**config.mk**
```make
export PLATFORM = sky130hd
export DESIGN_NAME = reg_file_scoreboard
export DESIGN_NICKNAME = d
export VERILOG_FILES = /design/src/rtl/reg_file_scoreboard.sv
export SDC_FILE = /design/constraint.sdc
export NUM_CORES = 2
export LEC_CHECK = 0
export ABC_AREA = 1
export BUFFER_PORTS_ARGS = -buffer_cell sky130_fd_sc_hd__buf_2
export CELL_PAD_IN_SITES_DETAIL_PLACEMENT = 2
export CELL_PAD_IN_SITES_GLOBAL_PLACEMENT = 2
export CORE_ASPECT_RATIO = 1.75
export CORE_MARGIN = 1.5
export CORE_UTILIZATION = 33
export DETAILED_ROUTE_END_ITERATION = 7
export PLACE_DENSITY_LB_ADDON = 0.2
export SLEW_MARGIN = 20
export SYNTH_ARGS = -nofsm -noshare
export SYNTH_HDL_FRONTEND = slang
export SYNTH_SLANG_ARGS = --single-unit
```
**constraint.sdc**
```tcl
create_clock -name clk -period 44.1 [get_ports clk]
set_clock_uncertainty 0.15 [all_clocks]
set_input_delay 2.205 -clock clk [delete_from_list [all_inputs] [get_ports clk]]
set_output_delay 2.205 -clock clk [all_outputs]
set_load 0.03 [all_outputs]
```
**src/rtl/reg_file_scoreboard.sv**
```systemverilog
// reg_file_scoreboard: register file with two async read ports, one sync write port,
// optional write->read bypass and a per-register busy scoreboard for RAW hazard detection.
module reg_file_scoreboard #(
   parameter int WIDTH    = 32,
   parameter int DEPTH    = 32,
   parameter int ZERO_REG = 1,
   parameter int BYPASS   = 1,
   localparam int AW      = $clog2(DEPTH)
) (
   input  logic             clk,
   input  logic             reset,
   input  logic [AW-1:0]    readRegister1,
   input  logic [AW-1:0]    readRegister2,
   output logic [WIDTH-1:0] readData1,
   output logic [WIDTH-1:0] readData2,
   output logic             busy1,
   output logic             busy2,
   input  logic [AW-1:0]    writeRegister,
   input  logic [WIDTH-1:0] writeData,
   input  logic             regWrite,
   input  logic [AW-1:0]    reserveRegister,
   input  logic             reserve,
   output logic [AW:0]      busyCount
);
   logic [WIDTH-1:0] regs_q [DEPTH];
   logic [DEPTH-1:0] busy_q, busy_d;
   logic [AW:0]      cnt_q, cnt_d;
   logic             wr_ok, res_ok, inc, dec, byp1, byp2, res1, res2;
   assign wr_ok  = regWrite && !(ZERO_REG != 0 && writeRegister == '0);
   assign res_ok = reserve && !(ZERO_REG != 0 && reserveRegister == '0);
   assign byp1   = BYPASS != 0 && wr_ok && writeRegister == readRegister1;
   assign byp2   = BYPASS != 0 && wr_ok && writeRegister == readRegister2;
   assign res1   = res_ok && reserveRegister == readRegister1;
   assign res2   = res_ok && reserveRegister == readRegister2;
   // Register 0 is never written when ZERO_REG is set, so its storage stays at its reset zero.
   assign readData1 = reset ? '0 : byp1 ? writeData : regs_q[readRegister1];
   assign readData2 = reset ? '0 : byp2 ? writeData : regs_q[readRegister2];
   assign busy1     = !reset && busy_q[readRegister1] && !(byp1 && !res1);
   assign busy2     = !reset && busy_q[readRegister2] && !(byp2 && !res2);
   assign busyCount = cnt_q;
   assign inc = res_ok && !busy_q[reserveRegister];
   assign dec = wr_ok && busy_q[writeRegister] && !(res_ok && reserveRegister == writeRegister);
   assign cnt_d = cnt_q + {{AW{1'b0}}, inc} - {{AW{1'b0}}, dec};
   // Reserve is applied after the clear so it wins on the same register.
   always_comb begin
      busy_d = busy_q;
      if (wr_ok) busy_d[writeRegister] = 1'b0;
      if (res_ok) busy_d[reserveRegister] = 1'b1;
   end
   always_ff @(posedge clk or posedge reset) begin
      if (reset) begin
         for (int i = 0; i < DEPTH; i++) regs_q[i] <= '0;
         busy_q <= '0;
         cnt_q  <= '0;
      end else begin
         if (wr_ok) regs_q[writeRegister] <= writeData;
         busy_q <= busy_d;
         cnt_q  <= cnt_d;
      end
   end
endmodule

```
# After elaboration in Yosys (flattened, before gate mapping)
# Index checks and enable logic that the tools add are counted.
[word_totals] reg_bits=1062 in_bits=56 out_inout_bits=72 elab_cells=114
[op_classes] add_sub_neg=2 order_cmp=10 n_eq_ne=5 muxes=27 n_bitwise=6 n_reduce_logical=30
[ops] op="$bwmux 1024" n=1
[ops] op="$mux 32" n=11
[ops] op="$bmux 32 s5" n=2
[ops] op="$demux 32 s5" n=1
[ops] op="$and 32x32->32" n=1
[ops] op="$not 32->32" n=1
[ops] op="$or 32x32->32" n=1
[ops] op="$eq 5x5->1" n=5
[ops] op="$lt 5x6->1 const B" n=4
[ops] op="$bmux 1 s5" n=4
[ops] op="$logic_and 1x1->1" n=19
[ops] op="$ge 6x6->1 const B" n=3
[ops] op="$not 5->6" n=3
[ops] op="$demux 1 s5" n=2
[ops] op="$ge 5x1->1 const B" n=2
[ops] op="$logic_not 5->1" n=2
[ops] op="$logic_not 1->1" n=9
[ops] op="$add 6x1->6" n=1
[ops] op="$lt 6x1->1 const B" n=1
[ops] op="$mux 1" n=6
[ops] op="$sub 6x1->6" n=1

# Longest topological paths before layout
[logic_depth] ltp_word=9 depth_mapped=18 ltp_nobuf=17

# Worst setup path after synthesis
# OpenSTA, ideal clock, no wires.
[synth_path] path_type="in2out" start="input reset" end="output readData2[23]" arrival_ns=37.620 t_required_ns=41.745 setup_slack_ns=4.125 stages=5 n_path_buf=2 cell_sequence="inv_1 > clkbuf_1 > clkbuf_1 > o21ai_0 > a21oi_1"
[synth_between] elab_chain_len=1
[synth_lines] element="start: declaration" line_no="11" rtl="input logic reset,"
[synth_lines] element="$mux 32" line_no="37" rtl="assign readData2 = reset ? '0 : byp2 ? writeData : regs_q[readRegister2];"
[synth_lines] element="end: declaration" line_no="15" rtl="output logic [WIDTH-1:0] readData2,"
# Every way passes these cells.

# Worst setup path in the final report
[layout_path] start="input readRegister1[0]" end="output readData1[5]"
[layout_between] elab_chain_len=6 word_cells_on_any_way=8 cone_classes="eq/ne (1); mux (5); bitwise (1); reduce/logical (1)"
[layout_lines] element="start: declaration" line_no="12" rtl="input logic [AW-1:0] readRegister1,"
[layout_lines] element="$not 5->6 (not written as such)" line_no="36" rtl="assign readData1 = reset ? '0 : byp1 ? writeData : regs_q[readRegister1];"
[layout_lines] element="$bmux 32 s5" line_no="36"
[layout_lines] element="$mux 32 (not written as such) (2 in series)" line_no="36"
[layout_lines] element="$mux 32 * (2 in series)" line_no="36"
[layout_lines] element="end: declaration" line_no="14" rtl="output logic [WIDTH-1:0] readData1,"
# Mark *: on every way between the ends. The rest lies on a longest branch, timed or not. The select of a mux whose other input is x is not followed.

==> results_tabular.tex <==
\begin{tabular}{lr}
\hline
Metric & Value \\
\hline
\multicolumn{2}{l}{\textbf{Floorplan}} \\
Die boundary height & 582.4 um \\
Number of placement rows & 212 \\
Initial Util & approximately a third \\
Number of top-level pins & 128 \\
Core region area & about 190000 um\^{}2 \\
Die outline area & approximately 190000 um\^{}2 \\
Die W & 334.1 um \\
\multicolumn{2}{l}{\textbf{STA}} \\
Achievable Freq & 116.3 MHz \\
Min Clock Period, post-route & 8.595 ns \\
Slew at the pin closest to its max-slew limit & 1.194 ns \\
Pins Over Slew Limit & 0 \\
Worst-case hold slack & approximately 0.23 ns \\
Setup\_tns & 0 ns \\
Portion of the clock cycle consumed by the worst path in the final layout & $\sim$20\% \\
Total of endpoints with negative setup slack in the final report & 0 \\
Tightest slew margin relative to the limit & 20.24\% \\
Number of endpoints with negative hold slack in the final report & 0 \\
RSZ-0062 raised after global routing & no \\
\multicolumn{2}{l}{\textbf{Clock network}} \\
Number of buffers inserted to repair setup after CTS & 0 \\
Number of hold buffers added after cts & 0 \\
H-Tree Depth & 3 \\
Number of clock sinks & between 1000 and 1500 \\
Skew-Pair Late Insertion Delay & 0.76 ns \\
Gates resized, CTS repair & 0 \\
Maximum buffer depth of the clock tree & 3 \\
Clock tree from TritonCTS & done \\
Clock root buffer master & sky130\_fd\_sc\_hd\_\_clkbuf\_16 \\
Post-CTS clock slew at the launch and capture registers of the worst setup and hold paths & 0.06 ns \\
Cts bufs inserted & approximately 110 \\
\multicolumn{2}{l}{\textbf{Logic synthesis}} \\
Unique masters post-synth & 34 \\
Cell type contributing the most total cell area after synthesis & sky130\_fd\_sc\_hd\_\_dfrtp\_1 \\
Post-Synthesis Net Count & 9494 \\
Count of synthesis-stage warnings from yosys & 0 \\
Top cells by area in the synthesized netlist & sky130\_fd\_sc\_hd\_\_dfrtp\_1 42\%, sky130\_fd\_sc\_hd\_\_nand2\_1 18\%, sky130\_fd\_sc\_hd\_\_nand3\_1 15\% \\
Synthesized area divided by synthesized cell count & 6.713 um\^{}2 \\
Register bit count reported by yosys & 1062 \\
Share of synthesized registers carrying an async set or reset & 100.0\% \\
Most used standard cells in the synthesized netlist & 3086 x sky130\_fd\_sc\_hd\_\_nand2\_1, 1887 x sky130\_fd\_sc\_hd\_\_nand3\_1, 1085 x sky130\_fd\_sc\_hd\_\_inv\_1 \\
Post-Synthesis Cells & about 9400 \\
Area share of the leading cell type in the synthesized netlist & a little over two fifths \\
Most used standard cell by instance count after synthesis & sky130\_fd\_sc\_hd\_\_nand2\_1 \\
Most instantiated flip-flop cell in the synthesis netlist & sky130\_fd\_sc\_hd\_\_dfrtp\_1 \\
Share of the yosys chip area belonging to registers & 41.97\% \\
Count of flip-flops with a built-in enable after synthesis & 0 \\
Post-Syn Area & 63310 um\^{}2 \\
\multicolumn{2}{l}{\textbf{Route}} \\
Remaining antenna violation count after routing & 0 \\
Mean routed wirelength per cell & 27.85 um \\
Number of DRC markers in iteration 0 & 4575 \\
First-pass iteration count of the detailed router & 6 \\
Total Wirelength & 321.2 mm \\
Via count normalized by instance count & 5.789 \\
Via count & 66774 \\
Number of remaining DRC errors & 0 \\
\multicolumn{2}{l}{\textbf{Global routing}} \\
Antenna violations before repair & 11 \\
Number of global-route vias before repair & approximately 74000 \\
Maximum number of pins on one net before global-route repair & approximately 150 \\
Residual overflow from global routing & 0 \\
GRT Total Usage & about a third \\
Global-route wire length before repair & 478.3 mm \\
\multicolumn{2}{l}{\textbf{Layout}} \\
Layout cells sized above 1 & 5.538\% \\
Multi-input gate area in the final layout & 28940 um\^{}2 \\
Number of fillers in the final layout & 22942 \\
Total area of sequential cells & 26580 um\^{}2 \\
Final nets & roughly 9000 \\
Area overhead of the layout relative to synthesis & 8.300\% \\
\multicolumn{2}{l}{\textbf{Placement}} \\
Number of I/O port buffers & approximately 130 \\
GP Congestion & 0.8156 \\
Placed wire-length estimate after detailed placement & 182.6 mm \\
\multicolumn{2}{l}{\textbf{Critical path}} \\
Req. time, crit path & 41.75 ns \\
Setup Crit Path Kind & primary input to output port \\
Kind of start point of the critical path & primary input \\
Kind of capture point of the worst setup path & output port \\
Endpoint arrival time on the critical path & 6.24 ns \\
Worst Path Max Fanout & approximately 130 \\
\multicolumn{2}{l}{\textbf{Pwr}} \\
Power Density & between 40 and 50 nW/um\^{}2 \\
Worst-case vdd ir drop & $\sim$0.03 mV \\
Leakage power & between 30 and 40 nW \\
\multicolumn{2}{l}{\textbf{Min path}} \\
Kind of path behind the tightest hold check & flop to flop \\
\multicolumn{2}{l}{\textbf{Run status}} \\
Outcome & complete, no violations \\
\multicolumn{2}{l}{\textbf{Job}} \\
Maxcap violations & 0 \\
\hline
\end{tabular}
[final timing paths]
path | cells past startpoint | slack (ns) | endpoint | startpoint
min in group asynchronous | 2 | 1.44 | busy_q[27]$_DFF_PP0_ | reset
max | 12 | 35.50 | readData1[5] | readRegister1[0]
min | 0 | 0.23 | regs_q[1013]$_DFFE_PP0P_ | regs_q[1013]$_DFFE_PP0P_
max in group asynchronous | 5 | 39.57 | regs_q[827]$_DFFE_PP0P_ | reset
max reg2reg | 14 | 40.33 | busyCount[4]$_DFF_PP0_ | busy_q[31]$_DFF_PP0_
min reg2reg | 0 | 0.23 | regs_q[1013]$_DFFE_PP0P_ | regs_q[1013]$_DFFE_PP0P_
[per-layer routing]
| metal | track usage (%) | routed length [um] | up-vias |
|---|---|---|---|
| met2 | 58.96 | 162100 | 1743 |
| met3 | 3.502 | 14200 | 645 |
| met5 | 0 | 29 | - |
| li1 | - | - | 29014 |
| met4 | 14.28 | 14810 | 4 |
| met1 | 39.14 | 130100 | 35368 |
[layout by cell type, fill, tap and decap left out, drive strengths merged]
cell type | Yosys | layout
o21bai | 1 | 1
bufinv | 0 | 12
clkbuf | 311 | 171
nand4 | 5 | 5
xnor2 | 9 | 9
clkinv | 3 | 23
clkinvlp | 0 | 3
nor2 | 78 | 78
nand3 | 1888 | 1888
and3 | 1 | 1
o211ai | 71 | 71
a21oi | 123 | 123
buf | 520 | 257
o21a | 1 | 1
fa | 1 | 1
a211oi | 1 | 1
inv | 1097 | 1099
dfrtp | 1062 | 1062
o32ai | 3 | 3
xor2 | 11 | 11
diode | 0 | 8
nor3 | 17 | 17
nand2 | 3091 | 3091
o21ai | 1089 | 1089
o22ai | 42 | 42
ha | 6 | 6
[metrics by stage]
step                      utilization [%]  cell area [um^2]  worst slack, ns  std cells  power, mW
after floorplan                         -             63320            22.09       9431      1.848
after global placement              33.86             64580            35.60      11318      2.063
after detailed placement            33.88             64620            35.56      11320      2.120
after CTS                           35.94             68550            35.55      11526      3.185
after global routing                35.94             68550            35.40      11527      3.337
final                               35.95             68570            35.50      11534      3.164
[sequential cells by signal, indices dropped and copies added (netlist names)]
signal / cells
busy_q: 32
busyCount: 6
regs_q: 1024
[critical path: stages]
cell,delay (ns)
sky130_fd_sc_hd__buf_8,0.38
sky130_fd_sc_hd__clkinv_8,0.72
sky130_fd_sc_hd__buf_12,0.50
sky130_fd_sc_hd__buf_4,0.55
sky130_fd_sc_hd__nand2_1,0.16
sky130_fd_sc_hd__nand3_1,0.08
sky130_fd_sc_hd__nand3_1,0.09
sky130_fd_sc_hd__nand3_1,0.11
sky130_fd_sc_hd__nand3_1,0.19
sky130_fd_sc_hd__nand2_1,0.08
sky130_fd_sc_hd__a21oi_1,0.41
sky130_fd_sc_hd__buf_2,0.30
[where the power goes]
group | leakage, nW | internal, mW | switching (mW)
clock | 1.94 | 0.602 | 0.451
sequential | 12.1 | 1.20 | 0.0718
combinational | 18.3 | 0.236 | 0.608
[area by class of cell]
type | instances | share of cell area (%)
multi-input combinational | 6438 | 42.20
sequential | 1062 | 38.76
inverter | 1100 | 6.116
clock buffer | 169 | 4.978
tap | 2461 | 4.491
timing repair buffer | 259 | 2.688
clock inverter | 37 | 0.7408
antenna | 8 | 0.02920
[kinds of logic after synthesis]
group | count (synthesis) | share of synthesized area [%]
flip-flops | 1062 | 41.97
XOR/XNOR | 20 | 0.2767
buffers and inverters | 1931 | 12.71
adder cells (fa/ha/maj) | 7 | 0.1502
AND/OR/NAND/NOR | 5080 | 33.97
AO/OA/AOI/OAI | 1331 | 10.92
Note: power is estimated with default switching activity, not from simulation.
